## config.mk

```make
export PLATFORM = sky130hd
export DESIGN_NAME = au_req_arbiter
export DESIGN_NICKNAME = d
export VERILOG_FILES = /design/src/rtl/au_req_arbiter.sv
export SDC_FILE = /design/constraint.sdc
export NUM_CORES = 1
export LEC_CHECK = 0
export BUFFER_PORTS_ARGS = -buffer_cell sky130_fd_sc_hd__buf_2
export CORE_MARGIN = 1
export CORE_UTILIZATION = 30
export CTS_CLUSTER_SIZE = 12
export DETAILED_ROUTE_END_ITERATION = 6
export HOLD_SLACK_MARGIN = 0.06
export PLACE_DENSITY = 0.61
export SLEW_MARGIN = 10
export SYNTH_ARGS = -nofsm -noshare
export SYNTH_HDL_FRONTEND = slang
export SYNTH_SLANG_ARGS = --single-unit
```

## constraint.sdc

```tcl
create_clock -name clk -period 1.7 [get_ports clk]
set_input_delay 0.085 -clock clk [delete_from_list [all_inputs] [get_ports clk]]
set_output_delay 0.085 -clock clk [all_outputs]
set_load 0.02 [all_outputs]
```

## src/rtl/au_req_arbiter.sv

```systemverilog
// ---------------------------------------------------------------------------
// au_req_arbiter
//
// Purpose:
//   Shares the single 4-bit arithmetic unit (AU) between two requesters.
//   Operand pairs come in over valid/ready handshakes. The arbiter picks a
//   winner and loads the AU operand registers and the operand-mux select.
//   One cycle later it captures the AU result. It then returns that result,
//   tagged with the winner's ID, over a response handshake. Only one
//   transaction is in flight at a time (IDLE -> EXEC -> RESP).
//
// Configuration:
//   AU_ARB_FIXED_PRIO_EN  when defined, requester 0 always wins a tie.
//                         last_grant is still tracked but is ignored.
//                         When undefined (default), ties alternate
//                         round-robin against last_grant.
//
// Ports:
//   clk, rst                  clock; synchronous active-high reset
//   req0_valid/a/b, req0_ready  requester 0 operand handshake
//   req1_valid/a/b, req1_ready  requester 1 operand handshake
//   mux_sel                   operand-mux select (0 = req0, 1 = req1)
//   au_a, au_b                registered AU operands
//   au_start                  one-cycle pulse while the AU evaluates
//   au_result, au_cout        AU combinational result / carry-borrow
//   rsp_valid/id/data/cout    response to the consumer
//   rsp_ready                 consumer accepts the response
//   busy                      high in any state except IDLE
// ---------------------------------------------------------------------------
module au_req_arbiter #(
   parameter int WIDTH = 4
) (
   input  logic             clk,
   input  logic             rst,
   input  logic             req0_valid,
   input  logic [WIDTH-1:0] req0_a,
   input  logic [WIDTH-1:0] req0_b,
   output logic             req0_ready,
   input  logic             req1_valid,
   input  logic [WIDTH-1:0] req1_a,
   input  logic [WIDTH-1:0] req1_b,
   output logic             req1_ready,
   output logic             mux_sel,
   output logic [WIDTH-1:0] au_a,
   output logic [WIDTH-1:0] au_b,
   output logic             au_start,
   input  logic [WIDTH-1:0] au_result,
   input  logic             au_cout,
   output logic             rsp_valid,
   output logic             rsp_id,
   output logic [WIDTH-1:0] rsp_data,
   output logic             rsp_cout,
   input  logic             rsp_ready,
   output logic             busy
);

   localparam logic [1:0] ST_IDLE = 2'd0;
   localparam logic [1:0] ST_EXEC = 2'd1;
   localparam logic [1:0] ST_RESP = 2'd2;

   logic [1:0] state_r;
   logic       last_grant_r;
   logic       grant_s;
   logic       accept_s;

   // Grant selection: a single valid wins outright; a tie goes to the
   // requester that did not win last time (or to req0 with fixed priority).
   always_comb begin
      grant_s = 1'b0;
      if (req0_valid && req1_valid) begin
`ifdef AU_ARB_FIXED_PRIO_EN
         grant_s = 1'b0;
`else
         grant_s = ~last_grant_r;
`endif
      end else if (req1_valid) begin
         grant_s = 1'b1;
      end else begin
         grant_s = 1'b0;
      end
   end

   // Handshake decode: readies exist only in IDLE, outside reset, and only
   // towards the granted requester, so a valid & ready pair is an accept.
   always_comb begin
      accept_s   = 1'b0;
      req0_ready = 1'b0;
      req1_ready = 1'b0;
      if ((state_r == ST_IDLE) && !rst) begin
         accept_s   = req0_valid || req1_valid;
         req0_ready = req0_valid && !grant_s;
         req1_ready = req1_valid &&  grant_s;
      end else begin
         accept_s   = 1'b0;
      end
   end

   // Sequencer state plus all registered outputs. The AU operands and
   // mux_sel stay put after EXEC so the datapath remains stable until the
   // next accept overwrites them.
   always_ff @(posedge clk) begin
      if (rst) begin
         state_r      <= ST_IDLE;
         last_grant_r <= 1'b1;
         mux_sel      <= 1'b0;
         au_a         <= {WIDTH{1'b0}};
         au_b         <= {WIDTH{1'b0}};
         au_start     <= 1'b0;
         rsp_valid    <= 1'b0;
         rsp_id       <= 1'b0;
         rsp_data     <= {WIDTH{1'b0}};
         rsp_cout     <= 1'b0;
         busy         <= 1'b0;
      end else begin
         case (state_r)
            ST_IDLE: begin
               if (accept_s) begin
                  au_a         <= grant_s ? req1_a : req0_a;
                  au_b         <= grant_s ? req1_b : req0_b;
                  mux_sel      <= grant_s;
                  rsp_id       <= grant_s;
                  last_grant_r <= grant_s;
                  au_start     <= 1'b1;
                  busy         <= 1'b1;
                  state_r      <= ST_EXEC;
               end
            end
            ST_EXEC: begin
               // The AU output is sampled at the end of the start cycle.
               // Later changes on au_result do not reach the response.
               au_start  <= 1'b0;
               rsp_data  <= au_result;
               rsp_cout  <= au_cout;
               rsp_valid <= 1'b1;
               state_r   <= ST_RESP;
            end
            ST_RESP: begin
               if (rsp_ready) begin
                  rsp_valid <= 1'b0;
                  busy      <= 1'b0;
                  state_r   <= ST_IDLE;
               end
            end
            default: begin
               au_start  <= 1'b0;
               rsp_valid <= 1'b0;
               busy      <= 1'b0;
               state_r   <= ST_IDLE;
            end
         endcase
      end
   end

endmodule

```

==> out/qor.txt, run 1 <==
Worst setup EP type = output port
Pre-antenna DRT Iters = 4
Final Util = 0.430
Initial Util = 0.315
Synth Area in Compound Gates = 0.158
CP arrival = 1.51 ns
Final period util = 0.938
Core area = 2730 um^2
Skew final = 0.00503 ns
DRC = 0
Main combinational cell family by area after synthesis = simple AND/OR/NAND/NOR gates
Peak supply drop = 452 uV
Buffers on Ports = 45
Multiplexer area fraction after synthesis = 0.0581
Worst slew margin = 0.590
Core Rows = 19
Mapped cell area = 862 um^2
Vias = 878
Clock Tree Buf Depth = 2
Post-Synth Adder-Cell Area = 0
Num CTS Buffers = 3
GPL Wtd Cong = 0.719
Kind of critical path = reg -> out
Leak = 0.000537 uW
Worst Max-Slew Pin Slew = 0.614 ns
Routed WL = 2230 um
Largest net degree at the start of global routing = 23
CP required = 1.62 ns
Maximum clock rate = 0.627 GHz
Initial antenna violation count = 0
Global router's overall resource usage = 0.152
Vias per inst = 5.02
CTS tree = done
Fin crit period = 1.59 ns
Pwr Density = 971 nW/um^2
Setup_tns = 0 ns
Post-Synth XOR/XNOR Area = 0
Number of global-route vias before repair = 842
Initial DRC Count = 25
Die extent in y = 55.6 um
Worst Hold Class = in -> reg
Max-cap viol count = 0
Ys Warns = 0
Filler cells = 283
RSZ-0062 raised after global routing = no
Unique masters post-synth = 21
Final hold violations = 0
Syn_area_per_cell = 8.89 um^2
Status = complete, no violations
Clock Tree Root = clkbuf_4
Ports = 46
Synthesized Nets = 123
Layout Area Growth over Synthesis = 36.4%
Simple-Gate Fraction of Synth Area = 0.247
Clock transition at path regs = 0.12 ns
Routed Antenna Nets = 0
Post-Syn Instances = 97
# clock sinks = 20
Power, Total = 1140 uW
CP Launch Type = register
Remaining global-route overflow = 0
Crit Path Max Fanout = 7
Die W = 55.6 um
Seq/Total Area, Yosys = 0.464
DP HPWL = 1460 um
Yosys reg bits = 20
ANT cells = 0
Clock Latency Late Sink = 0.31 ns
Max Slew Vio Count = 0
Final setup vio count = 0
Die area = 3090 um^2
Fraction of layout cells with a size suffix above 1 = 0.396
H-tree Lvls = 1
First-pass GRT wire length = 3770 um
Final #Nets = 171
Per-cell routed wire length = 12.8 um
[through the flow]
step / hold slack (ns) / cell area (um^2) / std cells / setup slack, ns
CTS: 0.0848 / 1160 / 173 / 0.0224
finish: 0.0892 / 1180 / 175 / 0.105
floorplan: 0.164 / 862 / 97 / 0.256
global route: 0.108 / 1180 / 175 / 0.00438
detailed placement: 0.334 / 1070 / 164 / 0.280
global placement: 0.320 / 1070 / 164 / 0.292
[Yosys cell counts, drive strengths merged]
master	instances	area share
a211o	1	0.010
a211oi	8	0.070
a21o	1	0.0087
a21oi	12	0.070
and2b	1	0.0087
buf	6	0.055
clkbuf	4	0.017
dfxtp	20	0.46
mux2i	5	0.058
nand2	2	0.0087
nand2b	1	0.0073
nor2	12	0.055
nor2b	2	0.015
nor3	11	0.064
nor4	8	0.058
or2	1	0.0073
or3b	2	0.023
[placed cells by master, fill, tap and decap left out, drive strengths merged]
cell type	netlist	final
nor2b	2	2
a211o	1	1
nor3	11	11
dlygate4sd3	0	5
buf	6	48
dfxtp	20	20
mux2i	5	5
a21o	1	1
a21oi	12	12
clkbuf	4	4
nor2	12	12
and2b	1	1
or3b	2	2
nor4	8	8
a211oi	8	8
nand2b	1	1
nand2	2	2
or2	1	1
[cell families (layout without fill, tap and decap cells)]
logic type      Yosys count  in the layout
flops                    20             20
simple gates             40             40
mux                       5              5
buf+inv                  10             57
compound gates           22             22
[cell type report]
class / instances / area (um^2) / share of cell area
multi-input cells: 67 / 402 / 0.341
well taps: 31 / 38.8 / 0.0330
clock buffers: 4 / 36.3 / 0.0309
repair buffers: 53 / 298 / 0.253
flip-flops and latches: 20 / 402 / 0.341
[metal layers]
metal / GRT usage / wire [um]
met1: 0.194 / 1040
met2: 0.246 / 1050
met3: 0.0302 / 86
met4: 0.0750 / 52
met5: 0 / 0
[worst paths after layout]
path,cells after the start,start,slack [ns],endpoint
max,4,state_r[0],0.11,req1_ready
min,3,req1_a[1],0.09,au_a[1]
max reg2reg,4,state_r[0],0.35,au_a[2]
min reg2reg,2,au_start,0.48,au_start
[report_power, final]
group          total [uW]  internal [uW]  switching [uW]
registers             548            518            29.1
clock network         285            131             154
logic                 310            131             179
[registers in the layout (all words and copies together) (netlist names)]
name          flops
rsp_id            1
busy              1
state_r           2
rsp_cout          1
last_grant_r      1
au_start          1
au_b              4
rsp_valid         1
rsp_data          4
au_a              4
[critical path, cell delays in order (launching register included)]
cell	delay [ns]
dfxtp_2	0.37
or3b_4	0.42
a21o_1	0.17
nor2_1	0.08
buf_2	0.17
[timing repair]
| action | CTS | global route |
|---|---|---|
| setup buffers | 0 | 2 |
| hold buffers | 5 | 0 |
| hold endpoints to repair | 5 | 0 |
| resized for setup | 1 | 1 |
| endpoints found under the setup margin | 1 | 2 |
| pin swaps | 0 | 2 |
(Power assumes the default switching activity.)
==> run 2, diff against run 1 <==
--- a/config.mk
+++ b/config.mk
@@ -12,6 +12,7 @@
 export DETAILED_ROUTE_END_ITERATION = 6
 export HOLD_SLACK_MARGIN = 0.06
 export PLACE_DENSITY = 0.61
+export RECOVER_POWER = 50
 export SLEW_MARGIN = 10
 export SYNTH_ARGS = -nofsm -noshare
 export SYNTH_HDL_FRONTEND = slang
==> run 2 against run 1 <==
  * Hold slack about the same
  * Sequential power about the same
  * Core utilization decreased by 0.82 points
  * Global-route usage unchanged
  * Critical path type unchanged
==> out/qor.txt, run 2 (synthesized netlist as in run 1, its figures left out) <==
Reg2reg setup slack = 0.35 ns (about the same)
Fraction of layout cells with a size suffix above 1 = 0.271 (-0.125)
Grt peak-use layer = met2
Top cell family by delay on the critical path = simple AND/OR/NAND/NOR gates
Skew final = 0.00550 ns (+0.000474 ns)
Final #Nets = 171 (unchanged)
Area after DPL = 1070 um^2 (unchanged)
Worst Max-Slew Pin Slew = 0.607 ns (-0.00678 ns)
Core Rows = 19 (unchanged)
M1 GR Usage = 0.194 (unchanged)
Worst r2r dst = au_a[2]
Worst R2R Start = state_r[0]
Final setup vio count = 0 (unchanged)
Clock Latency Late Sink = 0.31 ns (about the same)
Sw Ratio = 0.321 (+0.00413)
Leak = 0.000469 uW (-13%)
Routed WL = 2230 um (-0.18%)
Switching pwr = 364 uW (+0.35%)
DRC = 0 (unchanged)
CP arrival = 1.51 ns (about the same)
Most frequent cells in the layout = buf_2, dfxtp_1, clkbuf_1
Clock power share = 0.252 (+0.003)
Final hold violations = 0 (unchanged)
Worst Hold Endpoint = au_a[1]
Worst setup EP type = output port
Routing usage on met3 = 0.0302 (unchanged)
Max-cap viol count = 0 (unchanged)
Clock Tree Root = clkbuf_4
Setup_tns = 0 ns (unchanged)
Number of global-route vias before repair = 842 (unchanged)
Hold path depth = 3 (unchanged)
Filler cells = 289 (+2.1%)
Pre-antenna DRT Iters = 4 (unchanged)
Slowest CP cell = or3b_4
Worst Hold Launch = req1_a[1]
Ports = 46 (unchanged)
CP Launch Type = register
Maximum clock rate = 0.627 GHz (about the same)
Crit Path Max Fanout = 7 (unchanged)
H-tree Lvls = 1 (unchanged)
Die area = 3090 um^2 (unchanged)
Die extent in y = 55.6 um (unchanged)
Routed Antenna Nets = 0 (unchanged)
RSZ-0062 raised after global routing = no
ANT cells = 0 (unchanged)
Remaining global-route overflow = 0 (unchanged)
DP HPWL = 1460 um (unchanged)
CP required = 1.62 ns (about the same)
Post-route insts no fill = 175 (unchanged)
Global router's overall resource usage = 0.152 (unchanged)
Buffers on Ports = 45 (unchanged)
Number of cells on the worst reg-to-reg path = 4 (unchanged)
Initial DRC Count = 20 (-20%)
Per-cell routed wire length = 12.7 um (-0.18%)
Met2 Use GR = 0.246 (unchanged)
Fin Hold WS = 0.0888 ns (-0.000455 ns)
Fin crit period = 1.60 ns (+0.00153 ns)
Pwr Density = 981 nW/um^2 (+0.99%)
Status = complete, no violations
Kind of critical path = reg -> out
Core area = 2730 um^2 (unchanged)
Biggest regs = au_a (4), au_b (4), rsp_data (4)
Placed insts = 164 (unchanged)
Commonest non-fill, non-tap cell in the layout = buf_2
Reg power frac = 0.485 (+0.006)
Max Slew Vio Count = 0 (unchanged)
WP buf/inv = 1 (unchanged)
Vias per inst = 5.04 (+0.46%)
Combinational fraction of design power = 0.263 (-0.009)
Layout Area Growth over Synthesis = 33.8%
Worst Hold Class = in -> reg
Final period util = 0.939 (about the same)
Clock Tree Buf Depth = 2 (unchanged)
# clock sinks = 20 (unchanged)
Die W = 55.6 um (unchanged)
GPL Wtd Cong = 0.719 (unchanged)
Internal power = 768 uW (-1.5%)
Vias = 882 (+0.46%)
Largest net degree at the start of global routing = 23 (unchanged)
Initial Util = 0.315 (unchanged)
Clock transition at path regs = 0.12 ns (about the same)
Post-route cell area = 1150 um^2 (-1.9%)
Worst slew margin = 0.595 (+0.00453)
Crit-path cells = or3b_4 > a21o_1 > nor2_1 > buf_2
Initial antenna violation count = 0 (unchanged)
Num CTS Buffers = 3 (unchanged)
CTS tree = done
Peak supply drop = 450 uV (-0.29%)
First-pass GRT wire length = 3770 um (unchanged)
Max incr delay on CP = 0.42 ns (about the same)
==> run 2: final cells by class <==
cell class,instances,area [um^2],area share
clock buffers,4,36.3,0.0315
multi-input cells,67,402,0.348
flip-flops and latches,20,402,0.348
well taps,31,38.8,0.0336
repair buffers,53,275,0.239
==> run 2: repair_timing <==
action | 4_1_cts | 5_1_grt
endpoints found under the setup margin | 1 | 2
buffers inserted | 0 | 2
hold buffers | 5 | 0
pin swaps | 0 | 2
hold endpoints to repair | 5 | 0
resized for setup | 1 | 1
==> run 2: worst max path at each step <==
| stage | start | endpoint | slack [ns] | cells past startpoint |
|---|---|---|---|---|
| after floorplan | state_r[1] | req0_ready | 0.26 | 3 |
| after global placement | state_r[1] | req1_ready | 0.29 | 4 |
| after detailed placement | state_r[0] | req1_ready | 0.28 | 4 |
| after CTS | state_r[1] | req1_ready | 0.02 | 4 |
| after global routing | state_r[0] | req1_ready | 0.004 | 4 |
| final | state_r[0] | req1_ready | 0.10 | 4 |
==> run 2: through the flow <==
stage / total power, uW / setup slack [ns] / utilization
2_1_floorplan: 762 / 0.256 / -
3_3_place_gp: 845 / 0.292 / 0.392
3_5_place_dp: 850 / 0.280 / 0.392
4_1_cts: 1150 / 0.0224 / 0.424
5_1_grt: 1200 / 0.00438 / 0.422
6_report: 1130 / 0.104 / 0.422
==> run 2: per-layer routing <==
layer / up-vias / share of wire
li1: 444 / -
met1: 411 / 0.46
met2: 22 / 0.48
met3: 5 / 0.039
met4: 0 / 0.023
met5: - / 0
==> run 2: power groups by stage <==
stage | sequential, uW | clock [uW] | combinational, uW
final | 549 | 285 | 298
after floorplan | 608 | 0 | 154
after global routing | 556 | 316 | 329
after CTS | 548 | 296 | 304
after global placement | 555 | 0 | 290
after detailed placement | 558 | 0 | 292
==> run 2: worst register-to-register path, cell delays in order, from the launching register on <==
cell and delay [ns]:
dfxtp_2 0.37, or3b_4 0.42, buf_4 0.16, a211oi_1 0.22
nor4_1 0.07
